[config.mk]
export PLATFORM = sky130hd
export DESIGN_NAME = pipe_stage_skid
export DESIGN_NICKNAME = d
export VERILOG_FILES = /design/src/rtl/pipe_stage_skid.sv
export SDC_FILE = /design/constraint.sdc
export NUM_CORES = 1
export LEC_CHECK = 0
export ABC_AREA = 1
export BUFFER_PORTS_ARGS = -buffer_cell sky130_fd_sc_hd__buf_2
export CAP_MARGIN = 20
export CORE_AREA = 5 5 215 217
export DETAILED_ROUTE_END_ITERATION = 10
export DIE_AREA = 0 0 220 222
export HOLD_SLACK_MARGIN = 0.08
export PLACE_DENSITY = 0.53
export RECOVER_POWER = 25
export SLEW_MARGIN = 5
export SYNTH_ARGS = -nofsm -noshare
export SYNTH_HDL_FRONTEND = slang
export SYNTH_SLANG_ARGS = --single-unit
[constraint.sdc]
create_clock -name clk -period 8.6 [get_ports clk]
set_input_delay 0.43 -clock clk [delete_from_list [all_inputs] [get_ports clk]]
set_output_delay 0.43 -clock clk [all_outputs]
set_load 0.02 [all_outputs]
[src/rtl/pipe_stage_skid.sv]
// Pipeline stage register with a valid/ready handshake and a 2-entry skid buffer.
// It also has a synchronous flush and saturating stall/bubble counters.
module pipe_stage_skid #(
    parameter int unsigned       DATA_W  = 128,
    parameter int unsigned       CNT_W   = 32,
    parameter logic [DATA_W-1:0] RST_VAL = '0
) (
    input  logic              clk,
    input  logic              rst,
    input  logic              in_valid,
    output logic              in_ready,
    input  logic [DATA_W-1:0] in_data,
    output logic              out_valid,
    input  logic              out_ready,
    output logic [DATA_W-1:0] out_data,
    input  logic              flush,
    input  logic              cnt_clr,
    output logic [CNT_W-1:0]  stall_cnt,
    output logic [CNT_W-1:0]  bubble_cnt
);

    // Bit 0 is main_valid and bit 1 is skid_valid. The 2'b10 pattern cannot be reached.
    typedef enum logic [1:0] {
        EMPTY = 2'b00,
        FULL  = 2'b01,
        SKID  = 2'b11
    } state_t;

    state_t            state;
    state_t            state_nxt;
    logic [DATA_W-1:0] main_data;
    logic [DATA_W-1:0] skid_data;
    logic              in_fire;
    logic              out_fire;
    logic              load_main_in;
    logic              load_main_skid;
    logic              load_skid_in;

    function automatic logic [CNT_W-1:0] sat_inc(input logic [CNT_W-1:0] c);
        return (&c) ? c : c + CNT_W'(1);
    endfunction

    // in_ready comes straight from the state register, so downstream backpressure never reaches upstream combinationally.
    assign in_ready  = ~state[1];
    assign out_valid = state[0];
    assign out_data  = main_data;
    assign in_fire   = in_valid & in_ready;
    assign out_fire  = out_valid & out_ready;

    always_comb begin
        state_nxt      = state;
        load_main_in   = 1'b0;
        load_skid_in   = 1'b0;
        load_main_skid = 1'b0;
        case (state)
            EMPTY: begin
                if (in_fire) begin
                    state_nxt    = FULL;
                    load_main_in = 1'b1;
                end
            end
            FULL: begin
                if (in_fire && out_fire) begin
                    load_main_in = 1'b1;
                end else if (in_fire) begin
                    state_nxt    = SKID;
                    load_skid_in = 1'b1;
                end else if (out_fire) begin
                    state_nxt = EMPTY;
                end
            end
            SKID: begin
                if (out_fire) begin
                    state_nxt      = FULL;
                    load_main_skid = 1'b1;
                end
            end
            default: state_nxt = EMPTY;
        endcase
        // A flush drops every held entry and leaves the payload registers untouched.
        if (flush) begin
            state_nxt      = EMPTY;
            load_main_in   = 1'b0;
            load_skid_in   = 1'b0;
            load_main_skid = 1'b0;
        end
    end

    always_ff @(posedge clk or posedge rst) begin
        if (rst) begin
            state <= EMPTY;
        end else begin
            state <= state_nxt;
        end
    end

    // Payload registers load only on an accepted transfer or a skid-to-main move.
    always_ff @(posedge clk or posedge rst) begin
        if (rst) begin
            main_data <= RST_VAL;
            skid_data <= RST_VAL;
        end else begin
            if (load_main_in) begin
                main_data <= in_data;
            end else if (load_main_skid) begin
                main_data <= skid_data;
            end
            if (load_skid_in) begin
                skid_data <= in_data;
            end
        end
    end

    always_ff @(posedge clk or posedge rst) begin
        if (rst) begin
            stall_cnt  <= '0;
            bubble_cnt <= '0;
        end else if (cnt_clr) begin
            stall_cnt  <= '0;
            bubble_cnt <= '0;
        end else begin
            if (out_valid && !out_ready) begin
                stall_cnt <= sat_inc(stall_cnt);
            end
            if (!out_valid && out_ready) begin
                bubble_cnt <= sat_inc(bubble_cnt);
            end
        end
    end

endmodule

### Word level (Yosys, flattened, before mapping)

Cells that the tools add are included.

| storage, ports and cells | value |
|---|---|
| word-level logic and storage cells | 57 |
| output and inout bits | 194 |
| bits of input ports | 134 |
| bits in registers | 322 |

| operators by class | value |
|---|---|
| add/subtract/negate cells | 2 |
| equality and inequality tests | 8 |
| reductions and logical operators | 14 |
| bitwise gates (word level) | 3 |
| mux-type cells | 25 |

Operator list:

| operator | number |
|---|---|
| $mux W128 | 2 |
| $mux W32 | 6 |
| $add A32 B1 Y32 const B | 2 |
| $reduce_and A32 Y1 | 2 |
| $mux W2 | 6 |
| $mux W1 | 9 |
| $ne A3 B3 Y1 const B | 3 |
| $pmux W2 S3 | 1 |
| $reduce_bool A2 Y1 | 3 |
| $ne A2 B2 Y1 const B | 2 |
| $ne A4 B4 Y1 const B | 1 |
| $reduce_and A2 Y1 | 2 |
| $reduce_and A4 Y1 | 1 |
| $logic_and A1 B1 Y1 | 3 |
| $and A1 B1 Y1 | 2 |
| $eq A2 B1 Y1 const B | 1 |
| $eq A2 B2 Y1 const B | 1 |
| $logic_not A1 Y1 | 2 |
| $logic_not A2 Y1 | 1 |
| $pmux W1 S2 | 1 |
| $not A1 Y1 | 1 |

### Depth between registers and ports, before layout

Gate-level depths: netlist of run 1.

| logic depth | value |
|---|---|
| word-level depth | 7 |
| gate-level depth with buffers | 11 |
| gate-level depth less buffers | 10 |

### Worst setup path before layout of run 1

No wires, ideal clock.

| path | value |
|---|---|
| kind | register to register |
| start | reg state[1] |
| end | reg skid_data[37] |
| path buffers | 2 |
| period minus slack after synthesis | 1.815 ns |
| required time | 8.475 ns |
| arrival time | 1.690 ns |
| slack | 6.785 ns |
| setup time | 0.125 ns |
| stages on the path, launching flop included | 8 |
| path through | dfrtp_1 inv_1 ha_1 nand2_1 nor2_1 buf_2 buf_4 mux2_2 |

| on the way | value |
|---|---|
| longest elaborated chain between the ends | 6 |
| elaborated cells on any way between the ends | 8 |
| those cells by class | eq/ne: 1; mux: 4; bitwise: 2; reduce/logical: 1 |

Ends and longest elaborated chain:

| what | line | text |
|---|---|---|
| start: declaration | 29 | `state_t state;` |
| start signal: assignment | 93 | `state <= state_nxt;` |
| $not A1 Y1 * | 44 | `assign in_ready = ~state[1];` |
| net in_ready | 11 | `output logic in_ready,` |
| $and A1 B1 Y1 * | 47 | `assign in_fire = in_valid & in_ready;` |
| $mux W1 or $logic_and A1 B1 Y1 (tied branches) | 65, 63 |  |
| $mux W1 * | 63 | `if (in_fire && out_fire) begin` |
| $mux W1 * | 55 | `case (state)` |
| $mux W1 * | 81 | `if (flush) begin` |
| end signal: assignment | 109 | `skid_data <= in_data;` |
| end: declaration | 32 | `logic [DATA_W-1:0] skid_data;` |

The timed path passes the listed nets; every way through them passes the cells marked *.
A chain may end at the register's enable or synchronous reset.

==> summary.txt, run 1 <==
Layout
  • Final nets: 2,221
  • FF/Latch Area: between 0.008 and 0.009 sq mm
  • Multi-input gate area: between 0.006 and 0.007 sq mm
  • Core Util, Final: 44.1%
  • Final instance area: 0.0194 sq mm
  • Fill count: 4,348
  • Share of cells above drive strength 1: between 20% and 30%
  • Syn-to-layout area delta: 27.8%

Logic synthesis
  • Mapped Cells: ~1,700
  • Syn Nets: between 1,500 and 2,000
  • Post-synthesis sequential area ratio: a little over half
  • Synth top area cells: dfrtp_1 53%, nand2_1 14%, nand3_1 10%
  • Yosys reg bits: between 300 and 400
  • Count leader, synth: nand2_1
  • Synth unique cells: 30
  • Synth top area share: between 50 and 60%
  • Post-synth top cells: 559 x nand2_1, 322 x dfrtp_1, 314 x nand3_1
  • Synth warn: 0
  • Share of flip-flops with an asynchronous set or reset: between 90% and 100%
  • Top_reg_cell synth: dfrtp_1
  • Syn Area/Cell: between 8 and 9 sq um
  • Area leader, netlist: dfrtp_1
  • Number of flops mapped to enable cells by yosys: 0
  • Synth Cell Area: between 0.015 and 0.02 sq mm

Power and ir drop
  • Comb pwr share: 29.7%
  • P_leak: 0.00902 uW
  • Power after layout: just under 6000 uW
  • Clock power share: between 20 and 30%
  • Power density cells: 303 mW/mm^2
  • Sw Pwr: 2090 uW
  • Sequential power share: roughly two fifths
  • Cell internal pwr: roughly 3800 uW
  • Max rail drop VDD: about 190 uV
  • Switching share of power: between 30% and 40%

STA
  • # setup viols final: 0
  • RSZ-0062 raised after global routing: no
  • Final count of hold timing violations: 0
  • Setup tns final: 0 ns
  • Rel. slew slack: -174%
  • Fin. max-slew vios: 162
  • Period utilisation layout: between 40% and 50%
  • Hold WS: 0.121 ns
  • Fmax: ~260 MHz
  • Worst Tran Pin Value: 4.11 ns
  • Clock Skew: ~0.016 ns
  • Fin crit period: about 3.8 ns

Worst setup path
  • Critical path fanouts, max: 162
  • Crit path kind: in -> async
  • Crit path capture: skid_data[74]$_DFFE_PP0P_
  • CP Cell Sequence: clkbuf_1 > clkinvlp_4 > clkbuf_2
  • Worst R2R End: out_data[109]$_DFFE_PP0P_
  • Worst setup SP type: primary input
  • Slowest cell on crit path: clkbuf_2
  • Critical path required time: between 8 and 9 ns
  • Reg2reg start: state[1]$_DFFE_PP0P_
  • CP max stage delay: 2.71 ns
  • Crit path launch: rst
  • Reg-to-reg slack, setup: ~5.1 ns
  • CP arrival: 3.56 ns
  • Crit. End Element: async pin
  • Reg2reg path depth: 11

Drt
  • DRT Pass-1 Iters: 5
  • Met2 WL post-DR: approximately 21,000 microns
  • Metal1 wirelength: between 20,000 and 25,000 microns
  • ANT nets after route: 0
  • Vias per cell: 4.82
  • Post-Route WL: 45,600 microns
  • Vias: 13,100
  • Routed WL per cell: 16.8 microns
  • DR iter-0 viols: 951
  • Max Used Layer: met5
  • Met3 wire len: 3130 microns
  • DRC errors left: 0

CTS
  • Clock Latency Late Sink: between 0.5 and 0.6 ns
  • H-tree Lvls: 2
  • CTS clk-pin slew, worst paths: 0.06 ns
  • CTS tree: built
  • Sink Count: about 320
  • Root buf cell: clkbuf_16
  • Post-CTS resize count: 0
  • Postcts setup bufs: 0
  • Clk buf depth: 3
  • TritonCTS Buffers: 39

Flow run
  • Number of max-cap violations: 1

GRT
  • Largest net degree at the start of global routing: around 160
  • First-pass GRT wire length: roughly 73,000 microns
  • Overall Global Routing Usage: between 10% and 20%
  • Initial antenna violation count: 10
  • Vias in the first global route: approximately 13,000
  • Grt total ovfl: 0

Floorplan
  • Die Span Y: around 220 microns
  • Initial core utilization: approximately a third
  • Die width: 220 microns
  • Site row count: 77
  • Ports: approximately 330
  • CORE AREA: approximately 0.044 sq mm
  • Full die area: ~0.049 sq mm

Placed design
  • Post-DP HPWL: 29,500 microns
  • Post-place instance area: approximately 0.017 sq mm
  • # port buffers: about 330
  • GPL Wtd Cong: 0.863

Min path
  • Worst Hold Launch: in_data[97]
  • Worst Hold Class: in -> reg

Run status
  • Failing checks: max-capacitance violations, max-slew violations
  • Status: complete, but fails checks
[critical path, delay by kind of cell]
kind	cells	cell delay (ns)
buffers and inverters	3	2.86
[cells in the final DEF (no fill, tap or decap), types with 36 or more instances in the layout]
| master | n |
|---|---|
| inv_1 | 68 |
| clkbuf_1 | 59 |
| buf_2 | 278 |
| nand3_1 | 314 |
| nor2_1 | 98 |
| clkbuf_16 | 39 |
| nand2_1 | 558 |
| dlygate4sd3_1 | 90 |
| mux2_2 | 128 |
| dfrtp_1 | 322 |
| o21ai_0 | 36 |
[worst min-delay path by stage]
stage | to | slack (ns) | depth (start not counted)
after floorplan | out_data[0]$_DFFE_PP0P_ | 0.47 | 2
after global placement | out_data[83]$_DFFE_PP0P_ | 0.47 | 2
after detailed placement | out_data[12]$_DFFE_PP0P_ | 0.48 | 2
after CTS | out_data[1]$_DFFE_PP0P_ | 0.08 | 3
after global routing | out_data[18]$_DFFE_PP0P_ | 0.10 | 3
final | out_data[97]$_DFFE_PP0P_ | 0.12 | 3
[power by group through the flow]
stage / Clock, uW / Sequential [uW] / Combinational, uW
finish: 1680 / 2450 / 1740
global route: 1800 / 2520 / 1920
CTS: 1740 / 2450 / 1810
detailed placement: 0 / 2460 / 1780
global placement: 0 / 2450 / 1730
floorplan: 0 / 2760 / 835
[layer usage]
layer  GRT usage (%)  vias up
met2            28.4      332
met3            5.13       77
met4            6.36        4
met1            24.8     6320
li1                -     6344
met5               0        -
[cell families (layout without fill, tap and decap cells)]
family / after synthesis / count (layout) / synth area share [%]
other cells: 0 / 8 / 0
xor+xnor: 11 / 11 / 0.635
mux: 128 / 128 / 9.50
simple gates: 996 / 996 / 27.9
compound gates: 79 / 79 / 3.48
buf+inv: 155 / 569 / 4.87
flops: 322 / 322 / 53.1
fa+ha+maj: 6 / 6 / 0.495
[sequential cells by signal, summed over array words and instances (netlist names)]
signal      flops
state           2
bubble_cnt     32
out_data      128
skid_data     128
stall_cnt      32
[per-stage QoR]
| stage | setup slack [ns] | std cells |
|---|---|---|
| floorplan | 3.88 | 1697 |
| global placement | 4.80 | 2541 |
| global route | 3.85 | 2710 |
| detailed placement | 4.99 | 2542 |
| CTS | 4.98 | 2703 |
| finish | 4.75 | 2711 |
[layout make-up]
class / count / area share, %
Antenna cell: 8 / 0.103
Timing Repair Buffer: 428 / 13.4
Tap cell: 592 / 3.82
Multi-Input combinational cell: 1220 / 33.0
Sequential cell: 322 / 41.6
Clock buffer: 60 / 6.01
Inverter: 70 / 1.39
Clock inverter: 11 / 0.774
[timing repair]
action,CTS,global route
hold buffers,90,0
setup endpoints to repair,0,0
hold endpoints to repair,129,0
No activity file was read; power rests on OpenSTA's default activity.
==> inputs of run 2 (changes only) <==
- PLACE_DENSITY: 0.53 -> 0.51
- clock period: 8.6 -> 3.9 ns (I/O delays scaled with it)
==> summary.txt, run 2 (synthesis results as in run 1) <==
Layout
  • Most frequent cells in the layout: 558 x nand2_1, 322 x dfrtp_1, 314 x nand3_1
  • Most common cell after layout, fill and taps aside: nand2_1
  • Share of cells above drive strength 1: 19.8%
  • Count of non-filler cells in the finished layout: 2,746
  • Syn-to-layout area delta: 29.6%
  • Fill count: around 4,400
  • Final nets: approximately 2,300
  • FF/Latch Area: roughly 0.008 sq mm
  • Multi-input gate area: between 0.006 and 0.007 sq mm

CTS
  • TritonCTS Buffers: 38
  • Root buf cell: clkbuf_16
  • H-tree Lvls: 2
  • Sink Count: between 300 and 400
  • Post-CTS resize count: 0
  • Clk buf depth: 3
  • CTS clk-pin slew, worst paths: approximately 0.06 ns
  • CTS tree: built
  • Hold-fix buffers, CTS: about 130
  • Clock Latency Late Sink: ~0.54 ns
  • Postcts setup bufs: 0

Flow run
  • Number of max-cap violations: 1

Drt
  • Vias per cell: approximately 4.8
  • Post-Route WL: 45,700 microns
  • Vias: 13,200
  • DRT Pass-1 Iters: 5
  • DRC errors left: 0
  • ANT nets after route: 0
  • DR iter-0 viols: 929
  • Routed WL per cell: about 17 microns

Worst setup path
  • CP max stage delay: approximately 0.64 ns
  • CP delay by family, top: buffers and inverters
  • WP buf/inv: 4
  • CP most frequent cell: nand3_1
  • Slowest cell on crit path: inv_4
  • Crit path kind: reg -> reg
  • CP arrival: 3.19 ns
  • Crit. End Element: flop
  • Worst setup SP type: flop
  • CP Cell Sequence: inv_1 > ha_1 > nand2_1 > inv_1 > nand3_1 > nand2_4 > inv_4 > buf_4 > nand3_1 > nand3_1
  • Critical path fanouts, max: 59
  • Critical path required time: 4.38 ns

Placed design
  • Placed cell count: ~2,500
  • Post-DP HPWL: between 30,000 and 40,000 microns
  • # port buffers: ~330
  • GPL Wtd Cong: 0.820

STA
  • Hold WS: 0.324 ns
  • RSZ-0062 raised after global routing: no
  • Fmax: about 370 MHz
  • Fin. max-slew vios: 32
  • Fin crit period: approximately 2.7 ns
  • Clock Skew: 0.0132 ns
  • # setup viols final: 0
  • Rel. slew slack: -5.48%
  • Period utilisation layout: a little over two thirds
  • Final count of hold timing violations: 0
  • Worst Tran Pin Value: ~1.6 ns

Floorplan
  • Full die area: a little under 0.05 sq mm
  • Initial core utilization: 34.5%
  • Die Span Y: ~220 microns
  • CORE AREA: 0.0439 sq mm
  • Ports: approximately 330
  • Die width: about 220 microns
  • Site row count: 77

GRT
  • Largest net degree at the start of global routing: around 130
  • Vias in the first global route: between 10,000 and 15,000
  • Initial antenna violation count: 4
  • First-pass GRT wire length: between 70,000 and 80,000 microns
  • Overall Global Routing Usage: between 10% and 20%
  • Grt total ovfl: 0

Run status
  • Failing checks: max-capacitance violations, max-slew violations
  • Status: complete, but fails checks

Power and ir drop
  • Max rail drop VDD: ~460 uV
  • Power density cells: roughly 650 mW/mm^2
  • Power after layout: approximately 13,000 uW
  • P_leak: 0.00884 uW

Min path
  • Worst Hold Class: in -> reg
## run 2: layer usage
layer / global-route usage (%) / vias to the layer above / share of wire, % / routed length, microns
met5: 0 / - / 0 / 0
met4: 4.71 / 0 / 2.1 / 955
met3: 5.35 / 62 / 7.5 / 3420
met2: 29.3 / 329 / 46 / 20900
met1: 25.5 / 6375 / 45 / 20400
li1: - / 6435 / - / -
## run 2: worst min-delay path, cell delays in order
cell and delay (ns):
buf_2 0.11, inv_1 0.07, nor2_1 0.07, nand2_1 0.14
inv_1 0.08, nand3_1 0.07, o21ai_0 0.08
## run 2: cell type report
class / instances / share of cell area (%)
clock inverters: 6 / 0.522
diodes: 4 / 0.0509
well taps: 592 / 3.77
clock buffers: 58 / 5.74
flip-flops and latches: 322 / 41.0
multi-input cells: 1220 / 32.6
inverters: 70 / 1.36
repair buffers: 474 / 15.0
## run 2: worst paths after layout
| kind | start | endpoint | slack (ns) | cells after the start |
|---|---|---|---|---|
| min in group asynchronous | rst | out_data[118]$_DFFE_PP0P_ | 0.58 | 3 |
| setup reg to reg | state[1]$_DFFE_PP0P_ | out_data[100]$_DFFE_PP0P_ | 1.19 | 10 |
| hold reg to reg | out_data[34]$_DFFE_PP0P_ | out_data[34]$_DFFE_PP0P_ | 0.49 | 2 |
| max in group asynchronous | rst | skid_data[5]$_DFFE_PP0P_ | 1.61 | 4 |
| setup / recovery | state[1]$_DFFE_PP0P_ | out_data[100]$_DFFE_PP0P_ | 1.19 | 10 |
| hold / removal | in_valid | state[1]$_DFFE_PP0P_ | 0.32 | 7 |
## run 2: through the flow
step | setup WS [ns] | instance area [sq um] | util (%) | TNS [ns]
4_1_cts | 1.14 | 19800 | 45.2 | 0
3_3_place_gp | 1.21 | 17300 | 39.4 | 0
2_1_floorplan | -0.590 | 15200 | - | -189.91
5_1_grt | 0.930 | 19700 | 44.7 | 0
6_report | 1.19 | 19700 | 44.7 | 0
3_5_place_dp | 1.14 | 17300 | 39.4 | 0
## run 2: power by group
group          internal, uW  leakage, uW  switching (uW)  total (uW)
Combinational          1410      0.00419            2390        3800
Clock                  2120     0.000601            1410        3530
Sequential             4660      0.00405             742        5400
